$ cat src/rtl/decode_sequencer_if.sv
// Fetch-to-execute channel of the decode sequencer: instruction push side, decoded pop side, flush.
// The slave modport is the sequencer; master is the fetch/execute environment.
interface decode_sequencer_if;
    logic        in_valid;
    logic        in_ready;
    logic [31:0] in_ins;
    logic [31:0] in_pc;
    logic        flush;
    logic        out_valid;
    logic        out_ready;
    logic [31:0] out_pc;
    logic [6:0]  out_opcode;
    logic [4:0]  out_rd;
    logic [2:0]  out_funct3;
    logic [4:0]  out_rs1;
    logic [4:0]  out_rs2;
    logic [6:0]  out_funct7;
    logic [31:0] out_imm;
    logic [2:0]  out_fmt;
    logic        out_illegal;

    modport master (
        output in_valid, in_ins, in_pc, flush, out_ready,
        input  in_ready, out_valid, out_pc, out_opcode, out_rd, out_funct3, out_rs1, out_rs2,
               out_funct7, out_imm, out_fmt, out_illegal
    );

    modport slave (
        input  in_valid, in_ins, in_pc, flush, out_ready,
        output in_ready, out_valid, out_pc, out_opcode, out_rd, out_funct3, out_rs1, out_rs2,
               out_funct7, out_imm, out_fmt, out_illegal
    );
endinterface

$ cat src/rtl/decode_sequencer.sv
// RV32 instruction decoder feeding a 2-entry in-order FIFO of decoded entries.
// Decode happens on the way in; the head entry (or the NOP decode when empty) drives the outputs.
module decode_sequencer #(
    parameter logic [31:0] NOP_INS = 32'h0000_0013
) (
    input logic               clk,
    input logic               rst_n,
    decode_sequencer_if.slave bus
);
    localparam logic [2:0] FmtR   = 3'd0;
    localparam logic [2:0] FmtI   = 3'd1;
    localparam logic [2:0] FmtS   = 3'd2;
    localparam logic [2:0] FmtB   = 3'd3;
    localparam logic [2:0] FmtU   = 3'd4;
    localparam logic [2:0] FmtJ   = 3'd5;
    localparam logic [2:0] FmtIll = 3'd7;

    typedef struct packed {
        logic [6:0]  opcode;
        logic [4:0]  rd;
        logic [2:0]  funct3;
        logic [4:0]  rs1;
        logic [4:0]  rs2;
        logic [6:0]  funct7;
        logic [31:0] imm;
        logic [2:0]  fmt;
        logic        illegal;
    } dec_t;

    typedef struct packed {
        logic [31:0] pc;
        dec_t        dec;
    } entry_t;

    function automatic dec_t decode(input logic [31:0] ins);
        dec_t d;
        d.opcode  = ins[6:0];
        d.rd      = ins[11:7];
        d.funct3  = ins[14:12];
        d.rs1     = ins[19:15];
        d.rs2     = ins[24:20];
        d.funct7  = ins[31:25];
        d.imm     = '0;
        d.fmt     = FmtIll;
        d.illegal = 1'b0;
        case (ins[6:0])
            7'b0110011: d.fmt = FmtR;
            7'b0010011, 7'b0000011, 7'b1100111, 7'b1110011, 7'b0001111: begin
                d.fmt = FmtI;
                d.imm = {{20{ins[31]}}, ins[31:20]};
            end
            7'b0100011: begin
                d.fmt = FmtS;
                d.imm = {{20{ins[31]}}, ins[31:25], ins[11:7]};
            end
            7'b1100011: begin
                d.fmt = FmtB;
                d.imm = {{19{ins[31]}}, ins[31], ins[7], ins[30:25], ins[11:8], 1'b0};
            end
            7'b0110111, 7'b0010111: begin
                d.fmt = FmtU;
                d.imm = {ins[31:12], 12'b0};
            end
            7'b1101111: begin
                d.fmt = FmtJ;
                d.imm = {{11{ins[31]}}, ins[31], ins[19:12], ins[20], ins[30:21], 1'b0};
            end
            default: d.illegal = 1'b1;
        endcase
        return d;
    endfunction

    logic [1:0] count_q, count_d;
    logic       head_q, head_d;
    logic       tail_q, tail_d;
    entry_t     mem_q [2];
    entry_t     head_entry;
    dec_t       in_dec;
    dec_t       nop_dec;
    logic       push;
    logic       pop;

    assign in_dec        = decode(bus.in_ins);
    assign nop_dec       = decode(NOP_INS);
    assign bus.in_ready  = (count_q != 2'd2);
    assign bus.out_valid = (count_q != 2'd0);

    // Flush wins over any handshake in the same cycle.
    assign push = bus.in_valid & bus.in_ready & ~bus.flush;
    assign pop  = bus.out_valid & bus.out_ready & ~bus.flush;

    always_comb begin
        count_d = count_q;
        head_d  = head_q;
        tail_d  = tail_q;
        if (bus.flush) begin
            count_d = 2'd0;
            head_d  = 1'b0;
            tail_d  = 1'b0;
        end else begin
            if (push) tail_d = ~tail_q;
            if (pop)  head_d = ~head_q;
            unique case ({push, pop})
                2'b10:   count_d = count_q + 2'd1;
                2'b01:   count_d = count_q - 2'd1;
                default: count_d = count_q;
            endcase
        end
    end

    always_ff @(posedge clk or negedge rst_n) begin
        if (!rst_n) begin
            count_q <= 2'd0;
            head_q  <= 1'b0;
            tail_q  <= 1'b0;
        end else begin
            count_q <= count_d;
            head_q  <= head_d;
            tail_q  <= tail_d;
        end
    end

    // Payload storage needs no reset: count gates every read.
    always_ff @(posedge clk) begin
        if (push) mem_q[tail_q] <= {bus.in_pc, in_dec};
    end

    always_comb begin
        head_entry = {32'h0, nop_dec};
        if (bus.out_valid) head_entry = mem_q[head_q];
    end

    assign bus.out_pc      = head_entry.pc;
    assign bus.out_opcode  = head_entry.dec.opcode;
    assign bus.out_rd      = head_entry.dec.rd;
    assign bus.out_funct3  = head_entry.dec.funct3;
    assign bus.out_rs1     = head_entry.dec.rs1;
    assign bus.out_rs2     = head_entry.dec.rs2;
    assign bus.out_funct7  = head_entry.dec.funct7;
    assign bus.out_imm     = head_entry.dec.imm;
    assign bus.out_fmt     = head_entry.dec.fmt;
    assign bus.out_illegal = head_entry.dec.illegal;
endmodule
$ cat src/flat_wrapper.sv
// flat-port wrapper written by rule: the top's interface ports become plain ports
module decode_sequencer_flat 
#(
    parameter logic [31:0] NOP_INS = 32'h0000_0013
)
  (clk, rst_n, bus_in_valid, bus_in_ins, bus_in_pc, bus_flush, bus_out_ready, bus_in_ready, bus_out_valid, bus_out_pc, bus_out_opcode, bus_out_rd, bus_out_funct3, bus_out_rs1, bus_out_rs2, bus_out_funct7, bus_out_imm, bus_out_fmt, bus_out_illegal);
  decode_sequencer_if bus_i ();
  input logic clk;
  input logic rst_n;
  input wire logic [$bits(bus_i.in_valid)-1:0] bus_in_valid;
  input wire logic [$bits(bus_i.in_ins)-1:0] bus_in_ins;
  input wire logic [$bits(bus_i.in_pc)-1:0] bus_in_pc;
  input wire logic [$bits(bus_i.flush)-1:0] bus_flush;
  input wire logic [$bits(bus_i.out_ready)-1:0] bus_out_ready;
  output wire logic [$bits(bus_i.in_ready)-1:0] bus_in_ready;
  output wire logic [$bits(bus_i.out_valid)-1:0] bus_out_valid;
  output wire logic [$bits(bus_i.out_pc)-1:0] bus_out_pc;
  output wire logic [$bits(bus_i.out_opcode)-1:0] bus_out_opcode;
  output wire logic [$bits(bus_i.out_rd)-1:0] bus_out_rd;
  output wire logic [$bits(bus_i.out_funct3)-1:0] bus_out_funct3;
  output wire logic [$bits(bus_i.out_rs1)-1:0] bus_out_rs1;
  output wire logic [$bits(bus_i.out_rs2)-1:0] bus_out_rs2;
  output wire logic [$bits(bus_i.out_funct7)-1:0] bus_out_funct7;
  output wire logic [$bits(bus_i.out_imm)-1:0] bus_out_imm;
  output wire logic [$bits(bus_i.out_fmt)-1:0] bus_out_fmt;
  output wire logic [$bits(bus_i.out_illegal)-1:0] bus_out_illegal;
  assign bus_i.in_valid = bus_in_valid;
  assign bus_i.in_ins = bus_in_ins;
  assign bus_i.in_pc = bus_in_pc;
  assign bus_i.flush = bus_flush;
  assign bus_i.out_ready = bus_out_ready;
  assign bus_in_ready = bus_i.in_ready;
  assign bus_out_valid = bus_i.out_valid;
  assign bus_out_pc = bus_i.out_pc;
  assign bus_out_opcode = bus_i.out_opcode;
  assign bus_out_rd = bus_i.out_rd;
  assign bus_out_funct3 = bus_i.out_funct3;
  assign bus_out_rs1 = bus_i.out_rs1;
  assign bus_out_rs2 = bus_i.out_rs2;
  assign bus_out_funct7 = bus_i.out_funct7;
  assign bus_out_imm = bus_i.out_imm;
  assign bus_out_fmt = bus_i.out_fmt;
  assign bus_out_illegal = bus_i.out_illegal;
  decode_sequencer #(.NOP_INS(NOP_INS)) u_core (.clk(clk), .rst_n(rst_n), .bus(bus_i));
endmodule
$ cat config.mk
export PLATFORM = sky130hd
export DESIGN_NAME = decode_sequencer_flat
export DESIGN_NICKNAME = d
export VERILOG_FILES = /design/src/rtl/decode_sequencer_if.sv /design/src/rtl/decode_sequencer.sv /design/src/flat_wrapper.sv
export SDC_FILE = /design/constraint.sdc
export NUM_CORES = 1
export LEC_CHECK = 0
export CAP_MARGIN = 10
export CORE_ASPECT_RATIO = 1.2
export CORE_UTILIZATION = 30
export DETAILED_ROUTE_END_ITERATION = 7
export GPL_TIMING_DRIVEN = 0
export PLACE_DENSITY = 0.61
export SLEW_MARGIN = 20
export SYNTH_ARGS = -nofsm -noshare
export SYNTH_HDL_FRONTEND = slang
export SYNTH_SLANG_ARGS = --single-unit
$ cat constraint.sdc
create_clock -name clk -period 7.9 [get_ports clk]
set_clock_uncertainty 0.15 [all_clocks]
set_input_delay 1.58 -clock clk [delete_from_list [all_inputs] [get_ports clk]]
set_output_delay 1.58 -clock clk [all_outputs]
set_load 0.01 [all_outputs]
Word level (Yosys, flattened, before mapping)
Memories as Yosys holds them, arrays and structs flattened.
Index checks and enable logic that the tools add are counted.
- memories kept: 1
- word-level logic and storage cells: 46
- bits in writable memories: 200
- bits in registers: 4
- output and inout bits: 102
- $add $sub $neg: 2
- eq/ne operators: 14
- mux-type cells: 12
- reduce and logical (&&, ||, !) cells: 7
- bitwise gates (word level): 7
- memory list (name ; depth ; width ; rd ports ; clocked after memory_dff ; wr ports ; RTL line ; RTL):
    u_core.mem_q ; 2 ; 100 ; 1 ; 0 ; 1 ; decode_sequencer.sv:76 ; entry_t mem_q [2];
- operators with widths (kind ; count):
    $pmux W32 S5 ; 1
    $mux W100 ; 1
    $eq A7 B7 Y1 const B ; 4
    $eq A7 B6 Y1 const B ; 3
    $pmux W3 S6 ; 1
    $eq A7 B5 Y1 const B ; 2
    $reduce_or A11 Y1 ; 1
    $eq A7 B2 Y1 const B ; 1
    $eq A7 B4 Y1 const B ; 1
    $mux W1 ; 7
    $reduce_bool A2 Y1 ; 3
    $reduce_or A5 Y1 ; 1
    $and A1 B1 Y1 ; 4
    $pmux W2 S2 ; 1
    $not A1 Y1 ; 3
    $reduce_bool A3 Y1 ; 1
    $add A2 B1 Y2 const B ; 1
    $eq A2 B1 Y1 const B ; 1
    $eq A2 B2 Y1 const B ; 1
    $mux W2 ; 1
    $ne A2 B2 Y1 const B ; 1
    $reduce_or A2 Y1 ; 1
    $sub A2 B1 Y2 const B ; 1

Longest topological paths before layout
- depth after elaboration: 6
- mapped depth: 6
- mapped depth without buffers: 5

Least setup slack after synthesis
No wires, ideal clock.
- kind: input-to-reg
- start point: in bus_in_valid
- end point: mem u_core.mem_q[1][0] (netlist bit), enable pin
- stages on the path: 2
- library setup time: 0.701 ns
- path buffers: 0
- arrival: 8.950 ns
- setup slack: -1.901 ns
- cells stage by stage: nand2_1 > nor3b_1
- longest elaborated chain between the ends: 4
- RTL lines (what ; RTL line ; RTL):
    from (decl) ; flat_wrapper.sv:10 ; input wire logic [$bits(bus_i.in_valid)-1:0] bus_in_valid;
    $and A1 B1 Y1 (2 in series) ; decode_sequencer.sv:89 ; assign push = bus.in_valid & bus.in_ready & ~bus.flush;
    $mux W1 ; decode_sequencer.sv:125 ; if (push) mem_q[tail_q] <= {bus.in_pc, in_dec};
    $mux W1 (implied by the code) ; decode_sequencer.sv:125 ;
    to (decl) ; decode_sequencer.sv:76 ;
Every way passes these cells.

Worst setup path after layout
- start point: reg u_core.count_q[1]
- end point: out bus_out_opcode[5]
- longest elaborated chain between the ends: 2
- RTL lines (what ; RTL line ; RTL):
    from (decl) ; decode_sequencer.sv:73 ; logic [1:0] count_q, count_d;
    from (signal assigned) ; decode_sequencer.sv:117 ; count_q <= count_d;
    $reduce_bool A2 Y1 ; decode_sequencer.sv:86 ; assign bus.out_valid = (count_q != 2'd0);
    $mux W100 ; decode_sequencer.sv:130 ; if (bus.out_valid) head_entry = mem_q[head_q];
    to (decl) ; flat_wrapper.sv:18 ; output wire logic [$bits(bus_i.out_opcode)-1:0] bus_out_opcode;
Every way passes these cells.

==> reports/qor.yml <==
status: "finished, final reports clean"
power_w: 0.00269
grt_pass1_vias: 5186
path_delay_family: "buffers and inverters"
r2r_end: "u_core.mem_q[1][75]"
core_area_mm2: 0.0273
insertedDiodeCount: 0
p_comb_frac: 0.132
synth_top_cell_by_area: "edfxtp_1"
drcViolationCount: 0
power_frac_seq: 0.463
required_ps: 6170
ir_drop_mv: 0.167
slowest_delay_ps: 540
rrSetupSlack_ps: 5390
critPathLaunchType: "flop"
cts.path.max_buffers: 3
rsz0062_at_grt: "no"
ys_types: 50
nNetsFinal: 826
post_cts_buffers: 0
cts_tree: "built"
crit_chain: "nor2_1, buf_2, buf_2, nor2_1, clkdlybuf4s50_1"
max_freq_ghz: 0.225
area_growth_pct: 37.7
holdPathStages: 2
p_per_area_mw_per_mm2: 232
dp_hpwl_um: 14400
first_iter_violations: 237
cts_buffers: 23
synth_top_area_share: 0.713
rr_startpoint: "u_core.count_q[0]"
ant_nets: 0
wl_um: 20300
syn_avg_cell_area_um2: 15.4
yosysMostFrequentCell: "edfxtp_1"
place_congestion: 0.804
intPower_w: 0.00207
die_h_um: 186
clkPwrFrac: 0.406
clk_transition_reported_paths_ps: 50
path_class: "flop to primary output"
synth-edff-count: 200
power_leakage_nw: 4.02
port_buffers: 170
grt_pass1_wl_um: 29800
synthArstFlopShare: 0.0196
io_pins: 171
rows: 66
yosysSeqAreaShare: 0.725
slowest_stage: "clkdlybuf4s50_1"
ys_warn_count: 0
synth_seq_cells: 204
cts_hold_buf: 0
slew_headroom: 0.546
ys_top_cells_by_area: "edfxtp_1 (71%), mux2i_1 (12%), nor2_1 (4.8%), a21o_1 (1.8%), buf_2 (1.2%)"
switchingPower_w: 0.000616
synthesis.area_mm2: 0.00842
detail_route.vias_per_cell: 4.53
synthTopCellsByCount: "edfxtp_1 (200), nor2_1 (107), mux2i_1 (101)"
dp_slack_ps: 3780
drv_cap: 0
cts_sinks: 204
hold_end: "u_core.count_q[1]"
drtPass1Iterations: 6
worstMarginPinSlew_ps: 681
worstPathMaxFanout: 10
hold_start: "u_core.count_q[0]"
post_cts_resized: 0
crit_buf_inv: 3
syn_nets: 616
h-tree-depth: 1
gr-total-overflow: 0
initial_core_util: 0.308
die_x_um: 155
cts_root_buf: "clkbuf_16"
setup_slack_ps: 3450
insertion_delay_ps: 490
grt_start_max_net_pins: 16
swShare: 0.229
die_area_mm2: 0.0287
ys.flop_type: "edfxtp_1"
wl_per_cell_um: 17.7
period_share: 0.563
drv_slew: 0
drive_gt1_frac: 0.123
reg2reg_depth: 6
hold_viol: 0
grt_use_total: 0.139
min_period_ps: 4450
cp.arrival_ps: 2720
antenna_found_initial: 0
setup.worst_path.end_class: "primary output"
dr_total_vias: 5197
syn_inst: 547
min-delay-path-class: "flop to flop"
utilization: 0.424
finalSetupViolCount: 0
-- how the worst max path moves through the flow --
stage	slack [ps]	startpoint	cells past startpoint	end
2_1_floorplan	1630	bus_in_valid	2	u_core.mem_q[1][0]
5_1_grt	3280	u_core.count_q[1]	4	bus_out_imm[4]
3_3_place_gp	-1620	bus_in_valid	3	u_core.mem_q[1][70]
6_report	3450	u_core.count_q[1]	5	bus_out_opcode[5]
3_5_place_dp	3780	bus_in_valid	6	u_core.mem_q[1][74]
4_1_cts	3340	u_core.count_q[1]	4	bus_out_imm[4]
-- registers in the layout, summed over array words and instances (netlist names) --
signal          count
u_core.mem_q      200
u_core.head_q       1
u_core.tail_q       1
u_core.count_q      2
-- logic make-up after synthesis --
family / share of synthesized area
AO/OA/AOI/OAI: 0.0471
buffers and inverters: 0.0186
AND/OR/NAND/NOR: 0.0859
XOR/XNOR: 0.00312
multiplexers: 0.120
flip-flops: 0.725
-- cells in the final DEF, fill, tap and decap left out, types with 3 or more instances in the layout --
cell / instances
buf_2: 20
dfrtp_1: 4
bufinv_16: 4
a22o_1: 4
a21o_1: 20
nand3b_1: 4
buf_8: 10
buf_6: 7
mux2i_1: 101
nor2_1: 107
and2_1: 9
a21oi_1: 5
o21ai_1: 3
clkinv_2: 6
edfxtp_1: 200
a21oi_2: 5
clkbuf_16: 23
clkdlybuf4s50_1: 170
clkbuf_1: 8
nand2_1: 13
-- routing by layer --
layer  wire [µm]  up-vias  track usage
met5           0        -            0
met4         425        0       0.0420
met3         831       30       0.0235
met2       10600      131        0.253
met1        8430     2565        0.167
li1            -     2471            -
-- through the flow --
stage | cells | hold slack, ps | TNS [ps] | instance area [µm²]
2_1_floorplan | 547 | 386 | 0 | 8430
3_3_place_gp | 1091 | 402 | -320840 | 10600
3_5_place_dp | 1106 | 466 | 0 | 10800
4_1_cts | 1148 | 483 | 0 | 11600
5_1_grt | 1148 | 515 | 0 | 11600
6_report | 1148 | 497 | 0 | 11600
-- area by class of cell --
class	instances	area [µm²]
Sequential cell	204	6110
Tap cell	374	468
Timing Repair Buffer	185	1910
Clock inverter	16	190
Fill cell	2502	15700
Inverter	2	7.51
Multi-Input combinational cell	313	2180
Clock buffer	26	587
Buffer	28	149
-- worst reg2reg max path, stage by stage, from the launching register on --
cell and delay (ps):
dfrtp_1 420, nand2b_1 200, nand2_1 180, nor3b_4 640, buf_8 250, buf_6 170, buf_6 200
-- power groups by stage --
stage	logic, W	clock network [W]	registers (W)
5_1_grt	0.000382	0.00116	0.00125
3_3_place_gp	0.000344	0	0.00128
3_5_place_dp	0.000361	0	0.00127
6_report	0.000354	0.00109	0.00124
2_1_floorplan	0.000162	0	0.00127
4_1_cts	0.000362	0.00112	0.00124
No activity file was read; power rests on OpenSTA's default activity.
